**config.mk**
```make
export PLATFORM = sky130hd
export DESIGN_NAME = led_pattern_gen
export DESIGN_NICKNAME = d
export VERILOG_FILES = /design/src/rtl/led_pattern_gen.sv
export SDC_FILE = /design/constraint.sdc
export NUM_CORES = 1
export LEC_CHECK = 0
export BUFFER_PORTS_ARGS = -buffer_cell sky130_fd_sc_hd__buf_4
export CELL_PAD_IN_SITES_DETAIL_PLACEMENT = 1
export CELL_PAD_IN_SITES_GLOBAL_PLACEMENT = 2
export CORE_ASPECT_RATIO = 1.5
export CORE_MARGIN = 2
export CORE_UTILIZATION = 39
export DETAILED_ROUTE_END_ITERATION = 8
export PLACE_DENSITY = 0.77
export SLEW_MARGIN = 10
export SYNTH_ARGS = -nofsm -noshare
export SYNTH_HDL_FRONTEND = slang
export SYNTH_SLANG_ARGS = --single-unit
```
**constraint.sdc**
```tcl
create_clock -name clk -period 4.6 [get_ports clk]
set_clock_uncertainty 0.1 [all_clocks]
set_input_delay 0.23 -clock clk [delete_from_list [all_inputs] [get_ports clk]]
set_output_delay 0.23 -clock clk [all_outputs]
set_load 0.02 [all_outputs]
```
**src/rtl/led_pattern_gen.sv**
```systemverilog
// Purpose : multi-channel LED pattern generator (off / on / blink / one-shot) on a shared tick timebase.
// Latency : tick one cycle after the prescaler reaches DIV-1; led registered one cycle after channel state.
// Backpres: none; writes and mode changes are accepted every cycle.
//
// Ports:
//   clk, rst_n           clock, asynchronous active-low reset
//   en                   global run enable; 0 freezes all timing and blanks led
//   mode[2c+1:2c]        channel c mode: 00 off, 01 on, 10 blink, 11 one-shot
//   wr_en/wr_ch/wr_half  half-period write (ticks) to one channel; 0 is stored as 1
//   brightness           dimming duty, used only when LED_PWM_DIM_EN is defined
//   tick                 one-cycle timebase pulse
//   led[c]               LED drive for channel c
// Build option: define LED_PWM_DIM_EN to gate led with a free-running PWM_BITS dimmer.
module led_pattern_gen #(
  parameter int CLK_HZ       = 100000000,
  parameter int TICK_HZ      = 1000,
  parameter int N_CH         = 4,
  parameter int DEFAULT_HALF = 500,
  parameter int PWM_BITS     = 4
) (
  input  logic                  clk,
  input  logic                  rst_n,
  input  logic                  en,
  input  logic [2*N_CH-1:0]     mode,
  input  logic                  wr_en,
  input  logic [3:0]            wr_ch,
  input  logic [15:0]           wr_half,
  input  logic [PWM_BITS-1:0]   brightness,
  output logic                  tick,
  output logic [N_CH-1:0]       led
);

  localparam int DIV = CLK_HZ / TICK_HZ;
  localparam int PW  = (DIV > 2) ? $clog2(DIV) : 1;

  typedef enum logic [1:0] {
    MODE_OFF     = 2'b00,
    MODE_ON      = 2'b01,
    MODE_BLINK   = 2'b10,
    MODE_ONESHOT = 2'b11
  } mode_e;

  // ---------------- prescaler ----------------
  logic [PW-1:0] pre_cnt;
  logic          tick_q;

  // tick_q is held (not cleared) while en=0 so a pause that lands on a tick
  // cycle delays that tick instead of dropping it; the output is masked by en.
  always_ff @(posedge clk or negedge rst_n) begin
    if (!rst_n) begin
      pre_cnt <= '0;
      tick_q  <= 1'b0;
    end else if (en) begin
      if (pre_cnt == PW'(DIV - 1)) begin
        pre_cnt <= '0;
        tick_q  <= 1'b1;
      end else begin
        pre_cnt <= pre_cnt + 1'b1;
        tick_q  <= 1'b0;
      end
    end
  end

  assign tick = tick_q & en;

  // ---------------- channel state ----------------
  logic [N_CH-1:0][1:0]  cur_mode;
  logic [N_CH-1:0][15:0] half_q, half_d;
  logic [N_CH-1:0][15:0] cnt_q, cnt_d;
  logic [N_CH-1:0]       phase_q, phase_d;
  logic [N_CH-1:0][1:0]  prev_mode_q, prev_mode_d;
  logic [N_CH-1:0]       wr_hit;
  logic [N_CH-1:0]       led_d;
  logic                  pwm_gate;
  logic [N_CH-1:0]       led_q;

  assign cur_mode = mode;

  always_ff @(posedge clk or negedge rst_n) begin
    if (!rst_n) begin
      half_q      <= {N_CH{16'(DEFAULT_HALF)}};
      cnt_q       <= '0;
      phase_q     <= '0;
      prev_mode_q <= '0;
      led_q       <= '0;
    end else begin
      half_q      <= half_d;
      cnt_q       <= cnt_d;
      phase_q     <= phase_d;
      prev_mode_q <= prev_mode_d;
      led_q       <= led_d & {N_CH{pwm_gate}};
    end
  end

  always_comb begin
    half_d      = half_q;
    cnt_d       = cnt_q;
    phase_d     = phase_q;
    prev_mode_d = prev_mode_q;
    wr_hit      = '0;
    led_d       = '0;
    for (int c = 0; c < N_CH; c++) begin
      // Channels >= N_CH never match, so out-of-range writes are dropped.
      wr_hit[c] = wr_en && (wr_ch == 4'(c));
      if (wr_hit[c]) begin
        half_d[c]  = (wr_half == 16'd0) ? 16'd1 : wr_half;
        cnt_d[c]   = '0;
        phase_d[c] = 1'b0;
      end
      if (en) begin
        // prev_mode only advances while running, so a mode change made during
        // a pause is still seen as an entry when en returns.
        prev_mode_d[c] = cur_mode[c];
        if (!wr_hit[c]) begin
          if (cur_mode[c] != prev_mode_q[c]) begin
            cnt_d[c]   = '0;
            phase_d[c] = (cur_mode[c] == MODE_ONESHOT);
          end else begin
            case (cur_mode[c])
              MODE_BLINK: begin
                if (tick_q) begin
                  if (cnt_q[c] == half_q[c] - 16'd1) begin
                    cnt_d[c]   = '0;
                    phase_d[c] = ~phase_q[c];
                  end else begin
                    cnt_d[c] = cnt_q[c] + 16'd1;
                  end
                end
              end
              MODE_ONESHOT: begin
                // phase=0 means the shot is spent; stay idle until re-entry.
                if (tick_q && phase_q[c]) begin
                  if (cnt_q[c] == half_q[c] - 16'd1) begin
                    cnt_d[c]   = '0;
                    phase_d[c] = 1'b0;
                  end else begin
                    cnt_d[c] = cnt_q[c] + 16'd1;
                  end
                end
              end
              default: begin
                cnt_d[c]   = '0;
                phase_d[c] = 1'b0;
              end
            endcase
          end
        end
        case (cur_mode[c])
          MODE_ON:      led_d[c] = 1'b1;
          MODE_BLINK:   led_d[c] = phase_q[c];
          MODE_ONESHOT: led_d[c] = phase_q[c];
          default:      led_d[c] = 1'b0;
        endcase
      end
    end
  end

  // ---------------- optional dimmer ----------------
`ifdef LED_PWM_DIM_EN
  logic [PWM_BITS-1:0] pwm_cnt;

  always_ff @(posedge clk or negedge rst_n) begin
    if (!rst_n) begin
      pwm_cnt <= '0;
    end else begin
      pwm_cnt <= pwm_cnt + 1'b1;
    end
  end

  // All-ones brightness is full-on; the compare alone would miss one slot.
  assign pwm_gate = (pwm_cnt < brightness) || (&brightness);
`else
  logic unused_brightness;
  assign unused_brightness = ^brightness;
  assign pwm_gate = 1'b1;
`endif

  assign led = led_q;

endmodule
```
==> flow_summary.toml, run 1 <==
[outcome]
status = "finished, final reports clean"

[synth]
syn_avg_cell_area_um2 = 8.241
seq_area_frac_synth_pct = 37.07
ys_types = 84
yosysWarnings = 0
synthTopCellsByArea = "dfrtp_1 31%, nand2_1 8.4%, dfstp_2 5.7%"
syn_inst = 1337
synth-seq-cells = 162
syn_area_mm2 = 0.01102
synth_nets = 1382
ys.flop_type = "dfrtp_1"
yosysTopAreaCellShare_pct = 31.34
synth-edff-count = 0
synth_area_leader_cell = "dfrtp_1"
synthArstFlopShare_pct = 100.0

[worst_setup_path]
crit_path_max_incr_delay_ps = 660
end_kind = "flop"
crit_type = "flop to flop"
cp_slowest_cell = "or2_1"
crit_path_cell_trace = "inv_1, ha_1, or3b_2, or4_1, a22oi_1, o2111ai_1, nor4_2, or2_1, o21ai_0, a21o_1"
cp_top_family = "simple AND/OR/NAND/NOR gates"
startpoint_type = "flop"
cp_num_buf_inv = 1
crit_fanout = 23
arrival_ps = 4150
cp.required_ps = 4840

[pwr]
p_seq_share_pct = 42.1
p_sw_mw = 1.458
leakagePower_nw = 5.185
power.share.clock_pct = 35.6
internal_power_mw = 3.054
swShare_pct = 32.31
ir_drop_v = 0.0002824
combinationalPowerShare_pct = 22.3
power.density_mw_per_mm2 = 363.9
total_power_mw = 4.512

[floorplan]
fp.dieH_um = 209.9
io_pins = 41
initial_utilization_pct = 39.53
row_count = 75
die_x_um = 141.2
coreArea_mm2 = 0.02787
dieArea_mm2 = 0.02964

[placement]
placed_area_mm2 = 0.01154
place_ws_ps = 666.1
dpl.hpwl_mm = 23.99
globalplace.congestion = 0.8283
portBuffers = 36

[routing]
detail-route-antenna-nets = 0
drc_errors = 0
dr.pass1.iters = 5
vias = 9994
wirelength_mm = 33.99
post_drt_wl_per_cell_um = 19.87
dr.first_iter.drc_count = 341
viasPerCell = 5.841

[global_route]
grt_max_degree = 95
grt_pass1_wl_mm = 56.35
overflow = 0
grt.total_usage_pct = 23.96
grt_pass1_vias = 10502
antenna_found_initial = 0

[clock_tree]
htreeDepth = 4
clock-root-buffer = "clkbuf_16"
cts_resized = 0
holdBufCountCts = 22
cts-buffers-inserted = 17
cts_setup_buffers = 0
cts.path.max_buffers = 2
cts.clk_slew.worst_paths_ps = 70
clk_latency_ps = 440
cts.sinks = 162
tritoncts = "yes"

[timing]
fin_crit_ps = 3906
max_slew_margin_pct = 37.63
fin_crit_sh_pct = 84.92
finalMaxSlewViolations = 0
setup_violations = 0
final.setup.tns_ps = 0
fmax_mhz = 256.0
tightest_slew_ps = 935.5
rsz0062_at_grt = "no"
setup_ws_ps = 693.8
hold_violations = 0

[finish]
post-route-cell-area_mm2 = 0.01240
final_cell_mix = "247 x nand2_1, 138 x dfrtp_1, 71 x o21ai_0"
areaGrowthSynthToFinish_pct = 12.54
finish.utilization_pct = 44.49
nNetsFinal = 1397
antennaDiodeCount = 0
layout-drive-gt1-share_pct = 11.72
final_common_cell = "nand2_1"
fillers = 3338

[flow_run]
drv_cap = 0

[worst_hold_path]
hold_class = "input pin to flop"
[state kept, by name, indices dropped and copies added, names as in the netlist]
| register | count |
|---|---|
| pre_cnt | 17 |
| phase_q | 4 |
| tick_q | 1 |
| prev_mode_q | 8 |
| led | 4 |
| half_q | 64 |
| cnt_q | 64 |
[power by group through the flow]
stage          sequential, mW  combinational (mW)  clock, mW
2_1_floorplan            1.80               0.796          0
3_3_place_gp             1.92               0.975          0
3_5_place_dp             1.92                1.01          0
4_1_cts                  1.90                1.02       1.66
5_1_grt                  1.94                1.15       1.70
6_report                 1.90                1.01       1.61
[worst reg2reg max path: stages (launching register included)]
cell and delay (ps):
dfrtp_1 440, inv_1 90, ha_1 290, or3b_2 510, or4_1 420, a22oi_1 170
o2111ai_1 160, nor4_2 530, or2_1 670, o21ai_0 230, a21o_1 210
[through the flow]
stage	hold WS (ps)	instances
6_report	29.58	1711
5_1_grt	47.14	1711
4_1_cts	16.53	1711
3_5_place_dp	299.2	1657
3_3_place_gp	302.8	1657
2_1_floorplan	-165.6	1337
[synth_stat cells (6+ instances only)]
cell / count
a21o_1: 26
a21oi_1: 60
a22oi_1: 7
a2bb2oi_1: 9
a31oi_1: 16
and2_1: 10
and3_1: 33
buf_1: 6
buf_2: 7
clkbuf_1: 64
dfrtp_1: 138
dfstp_2: 24
ha_1: 9
inv_1: 33
mux2_2: 22
mux2i_1: 12
nand2_1: 247
nand2b_1: 11
nand3_1: 61
nand3b_1: 9
nand4_1: 17
nor2_1: 63
nor2b_1: 16
nor3_1: 41
nor3b_1: 17
nor4_1: 27
o211ai_1: 6
o21ai_0: 71
o21ai_1: 6
o22ai_1: 6
o31ai_1: 6
or2_2: 11
or3_1: 25
or4_1: 22
xnor2_1: 63
xor2_1: 27
[cells by family (layout without fill, tap and decap cells)]
kind of cell / count (synthesis) / after routing / share of synthesized area (%)
simple gates: 645 / 645 / 30.04
compound gates: 286 / 286 / 17.49
flops: 162 / 162 / 37.07
buf+inv: 111 / 139 / 3.895
xor+xnor: 90 / 90 / 7.154
mux: 34 / 34 / 3.339
fa+ha+maj: 9 / 9 / 1.022
[cell type report]
| class | count | area, µm² | share of cell area (%) |
|---|---|---|---|
| clock inverters | 12 | 202.7 | 1.635 |
| well taps | 346 | 432.9 | 3.491 |
| clock buffers | 20 | 436.7 | 3.522 |
| flip-flops and latches | 162 | 4084 | 32.94 |
| inverters | 33 | 123.9 | 0.9990 |
| repair buffers | 74 | 614.3 | 4.955 |
| multi-input cells | 1064 | 6505 | 52.46 |
[routing by layer]
metal	vias to the layer above	track usage, %	wire length (µm)
met5	-	0	0
li1	4856	-	-
met2	94	44.07	17890
met1	5009	28.99	14840
met4	0	7.276	663
met3	35	2.875	594
[final timing paths]
check,end,from,slack [ps],cells after the start
max in group asynchronous,half_q[5],rst_n,2900,3
worst min register to register,half_q[40],half_q[40],390,2
worst max-delay path,cnt_q[61],half_q[48],690,10
worst min-delay path,half_q[1],wr_half[1],30,3
min in group asynchronous,cnt_q[22],rst_n,330,2
worst max register to register,cnt_q[61],half_q[48],690,10
(Power assumes the default switching activity.)
==> inputs of run 2 (changes only) <==
clock period = 3.77 ns   (was 4.6 ns; I/O delays follow)
==> run 2 against run 1 <==
  * Core utilization increased by 0.86 points
  * Flip-flop and latch count unchanged
  * Highest routed layer is now met5
  * Clock power increased by 21%
  * First-iteration DRC count increased by 45%
  * Critical endpoint is now cnt_q[19]
  * Non-clock buffer count increased by 23
  * Total power increased by 23%
  * Via count increased by 2.7%
  * Wire length increased by 3.2%
  * Final cell count increased by 1.3%
  * Register-to-register slack got worse by 500 ps
  * Maximum frequency increased by 9.1%
  * Global-route usage increased by 0.70 points
==> flow_summary.toml, run 2 (same netlist as run 1, synthesis figures left out) <==
[routing]
wl_met3_um = 791
viasPerCell = 5.916
wirelength_mm = 35.07
dr.pass1.iters = 4
vias = 10259
dr.first_iter.drc_count = 493
post_drt_wl_per_cell_um = 20.22
highest_layer = "met5"
wl_met1_mm = 14.76
wl_met2_mm = 18.40
drc_errors = 0
detail-route-antenna-nets = 0

[clock_tree]
htreeDepth = 4
cts.path.max_buffers = 2
tritoncts = "yes"
clk_latency_ps = 440
cts.sinks = 162
clock-root-buffer = "clkbuf_16"
cts.clk_slew.worst_paths_ps = 70
cts_setup_buffers = 0
cts-buffers-inserted = 17

[timing]
max_slew_margin_pct = 41.68
fin_crit_sh_pct = 94.93
final.setup.tns_ps = 0
fmax_mhz = 279.4
finalMaxSlewViolations = 0
setup_violations = 0
hold_violations = 0
timing.hold.ws_ps = 38.43
tightest_slew_ps = 874.8
rsz0062_at_grt = "no"
fin_crit_ps = 3579

[worst_setup_path]
r2r-start = "half_q[17]"
end_kind = "flop"
arrival_ps = 3810
rr_worst_depth = 11
crit_fanout = 20
crit_end = "cnt_q[19]"
cp-startpoint = "half_q[17]"
r2r_slack_ps = 190
reg2reg_to = "cnt_q[19]"
cp.required_ps = 4000
crit_type = "flop to flop"
startpoint_type = "flop"

[global_route]
grt.total_usage_pct = 24.66
antenna_found_initial = 1
grt_pass1_vias = 10731
overflow = 0
grt_pass1_wl_mm = 57.81
grt_max_degree = 89

[worst_hold_path]
hold_class = "input pin to flop"
hold_depth = 3

[placement]
globalplace.congestion = 0.8187
portBuffers = 36
placed_area_mm2 = 0.01172
dpl.hpwl_mm = 25.04

[finish]
final_common_cell = "nand2_1"
final_cell_mix = "247 x nand2_1, 138 x dfrtp_1, 71 x o21ai_0"
fillers = 3359
nNetsFinal = 1420
post-route-cell-area_mm2 = 0.01264
finish.utilization_pct = 45.35
layout-drive-gt1-share_pct = 13.26
areaGrowthSynthToFinish_pct = 14.71
antennaDiodeCount = 0
largestRegisters = "cnt_q: 64 flops, half_q: 64 flops, pre_cnt: 17 flops"

[outcome]
status = "finished, final reports clean"

[floorplan]
fp.dieH_um = 209.9
dieArea_mm2 = 0.02964
row_count = 75
die_x_um = 141.2
coreArea_mm2 = 0.02787
io_pins = 41
initial_utilization_pct = 39.53

[flow_run]
drv_cap = 0

[pwr]
leakagePower_nw = 5.309
total_power_mw = 5.569
ir_drop_v = 0.0003369
power.density_mw_per_mm2 = 440.6
[run 2: area by class of cell]
class | instances | area [µm²] | share of cell area, %
repair buffers | 97 | 817.0 | 6.465
inverters | 33 | 123.9 | 0.9801
well taps | 346 | 432.9 | 3.425
clock buffers | 22 | 474.2 | 3.752
multi-input cells | 1064 | 6535 | 51.71
flip-flops and latches | 162 | 4084 | 32.31
clock inverters | 10 | 171.4 | 1.356
[run 2: metal layers]
metal	vias up	GRT usage [%]
met5	-	0
met4	2	9.138
met3	61	3.285
met2	135	45.20
met1	5171	29.09
li1	4890	-
[run 2: power breakdown]
| part | switching, mW | internal, mW | total, mW |
|---|---|---|---|
| combinational | 0.711 | 0.590 | 1.30 |
| sequential | 0.331 | 1.99 | 2.32 |
| clock | 0.779 | 1.17 | 1.95 |
| total | 1.82 | 3.75 | 5.57 |
[run 2: worst min path at each step]
stage | start | endpoint | slack, ps
floorplan | rst_n | cnt_q[0] | -210
global placement | rst_n | cnt_q[21] | 240
detailed placement | rst_n | cnt_q[23] | 230
CTS | en | prev_mode_q[2] | 10
global route | wr_half[0] | half_q[0] | 50
finish | en | prev_mode_q[2] | 40
[run 2: repair_timing]
action                                  CTS  global route
gates resized for setup                   0             4
endpoints found under the setup margin    0             3
endpoints found under the hold margin   150             0
hold buffers                             24             0
[run 2: worst max-delay path, stage by stage (launching register included)]
cell	delay, ps
dfrtp_1	400
inv_1	80
ha_2	250
or4b_1	510
a2111oi_2	330
nor3_1	100
a2111o_1	490
o41ai_4	410
buf_12	200
o21ai_0	90
a21o_1	180
a221o_1	340
[run 2: stage by stage]
stage / setup slack, ps / instances
finish: 191.2 / 1734
floorplan: 460.8 / 1337
CTS: 51.21 / 1734
global placement: 190.5 / 1678
global route: 7.086 / 1734
detailed placement: 65.26 / 1678
==> inputs of run 3 (changes only) <==
SETUP_SLACK_MARGIN = 0.2   (was not set)
==> run 3 against run 2 <==
  * Critical path depth unchanged
  * Register-to-register slack better by 210 ps
  * Non-clock buffer count is the same
  * Final cell count did not move
  * Clock-buffer cell count unchanged
  * Via count hardly changed
  * Critical path type unchanged
==> flow_summary.toml, run 3 (same netlist as run 1, synthesis figures left out) <==
[outcome]
status = "finished, final reports clean"

[finish]
areaGrowthSynthToFinish_pct = 15.08
nNetsFinal = 1420
post-route-cell-area_mm2 = 0.01268
layout-drive-gt1-share_pct = 13.54
layoutNonFillerInstCount = 1734
multiInputGateArea_mm2 = 0.006576
ff_latch_area_mm2 = 0.004084
largestRegisters = "cnt_q: 64 flops, half_q: 64 flops, pre_cnt: 17 flops"
final_common_cell = "nand2_1"
antennaDiodeCount = 0
final_cell_mix = "247 x nand2_1, 138 x dfrtp_1, 71 x o21ai_0"
fillers = 3353

[clock_tree]
cts-buffers-inserted = 17
cts.path.max_buffers = 2
cts.clk_slew.worst_paths_ps = 70
tritoncts = "yes"
htreeDepth = 4
clock-root-buffer = "clkbuf_16"
cts.sinks = 162
cts_setup_buffers = 0
clk_latency_ps = 440

[global_route]
grt.total_usage_pct = 24.67
overflow = 0
grt_max_degree = 89
grt_pass1_wl_mm = 57.83
grt_pass1_vias = 10738
antenna_found_initial = 1

[pwr]
internal_power_mw = 3.757
combinationalPowerShare_pct = 23.6
p_seq_share_pct = 41.5
power.density_mw_per_mm2 = 441.4
leakagePower_nw = 5.314
swShare_pct = 32.87
ir_drop_v = 0.0003376
power.share.clock_pct = 34.9
p_sw_mw = 1.840

[routing]
wirelength_mm = 35.14
viasPerCell = 5.920
drc_errors = 0
vias = 10266
dr.first_iter.drc_count = 446
dr.pass1.iters = 4
post_drt_wl_per_cell_um = 20.27
detail-route-antenna-nets = 0

[worst_setup_path]
reg2reg_to = "cnt_q[19]"
cp-startpoint = "half_q[17]"
crit_path_max_incr_delay_ps = 510
crit_path_cell_trace = "inv_1, ha_2, or4b_1, a2111oi_2, nor3_1, a2111o_1, o41ai_4, buf_12, o21ai_0, a21o_1, a221o_1"
r2r-start = "half_q[17]"
cp.required_ps = 4000
cp_slowest_cell = "or4b_1"
crit_type = "flop to flop"
end_kind = "flop"
r2r_slack_ps = 400
arrival_ps = 3600
startpoint_type = "flop"
rr_worst_depth = 11
crit_fanout = 20

[worst_hold_path]
min_to = "prev_mode_q[2]"
hold_depth = 3
holdCritStartpoint = "en"
hold_class = "input pin to flop"

[timing]
max_slew_margin_pct = 41.96
fin_crit_ps = 3368
hold_violations = 0
rsz0062_at_grt = "no"
setup_ws_ps = 401.7
fin_crit_sh_pct = 89.34
final.setup.tns_ps = 0
setup_violations = 0
tightest_slew_ps = 870.6
finalMaxSlewViolations = 0
fmax_mhz = 296.9
timing.hold.ws_ps = 36.85

[placement]
placed_area_mm2 = 0.01172
portBuffers = 36
placed_cells = 1678
place_ws_ps = 65.26
globalplace.congestion = 0.8187
dpl.hpwl_mm = 25.04

[floorplan]
coreArea_mm2 = 0.02787
io_pins = 41
fp.dieH_um = 209.9
initial_utilization_pct = 39.53
row_count = 75
die_x_um = 141.2
dieArea_mm2 = 0.02964

[flow_run]
drv_cap = 0
[run 3: worst max path at each step]
| stage | to | slack (ps) | cells past startpoint |
|---|---|---|---|
| finish | cnt_q[19] | 400 | 11 |
| global route | cnt_q[42] | 190 | 11 |
| CTS | cnt_q[19] | 210 | 11 |
| detailed placement | cnt_q[19] | 70 | 11 |
| global placement | cnt_q[19] | 190 | 11 |
| floorplan | cnt_q[20] | 460 | 11 |
[run 3: power groups by stage]
stage	clock, mW	combinational, mW	sequential, mW
2_1_floorplan	0	0.971	2.19
3_3_place_gp	0	1.24	2.34
3_5_place_dp	0	1.28	2.34
4_1_cts	2.01	1.31	2.32
5_1_grt	2.06	1.49	2.37
6_report	1.95	1.32	2.32
[run 3: cell type report]
type / count / share of cell area (%)
Sequential cell: 162 / 32.21
Inverter: 33 / 0.9769
Timing Repair Buffer: 97 / 6.444
Multi-Input combinational cell: 1064 / 51.86
Clock inverter: 10 / 1.352
Clock buffer: 22 / 3.740
Tap cell: 346 / 3.414
[run 3: critical path, delay by kind of cell, from the launching register on]
family | cells | cell delay [ps]
AO/OA/AOI/OAI | 6 | 1620
AND/OR/NAND/NOR | 2 | 610
flip-flops | 1 | 400
buffers and inverters | 2 | 280
adder cells (fa/ha/maj) | 1 | 250
[run 3: repair_timing]
action / 4_1_cts / 5_1_grt
gates resized for setup: 3 / 8
pin swaps: 0 / 4
endpoints found under the hold margin: 150 / 0
hold buffers: 24 / 0
endpoints found under the setup margin: 3 / 47
[run 3: per-layer routing]
metal / up-vias / wire length, µm / GRT usage (%) / share of wire [%]
met2: 127 / 18410 / 45.20 / 52
met5: - / 13 / 0 / 0.037
met4: 2 / 1117 / 9.138 / 3.2
li1: 4887 / - / - / -
met1: 5187 / 14850 / 29.12 / 42
met3: 63 / 753 / 3.285 / 2.1
[run 3: metrics by stage]
step,util [%],total power [mW]
after floorplan,-,3.165
after CTS,45.31,5.646
final,45.49,5.597
after global placement,42.06,3.575
after global routing,45.49,5.924
after detailed placement,42.06,3.625
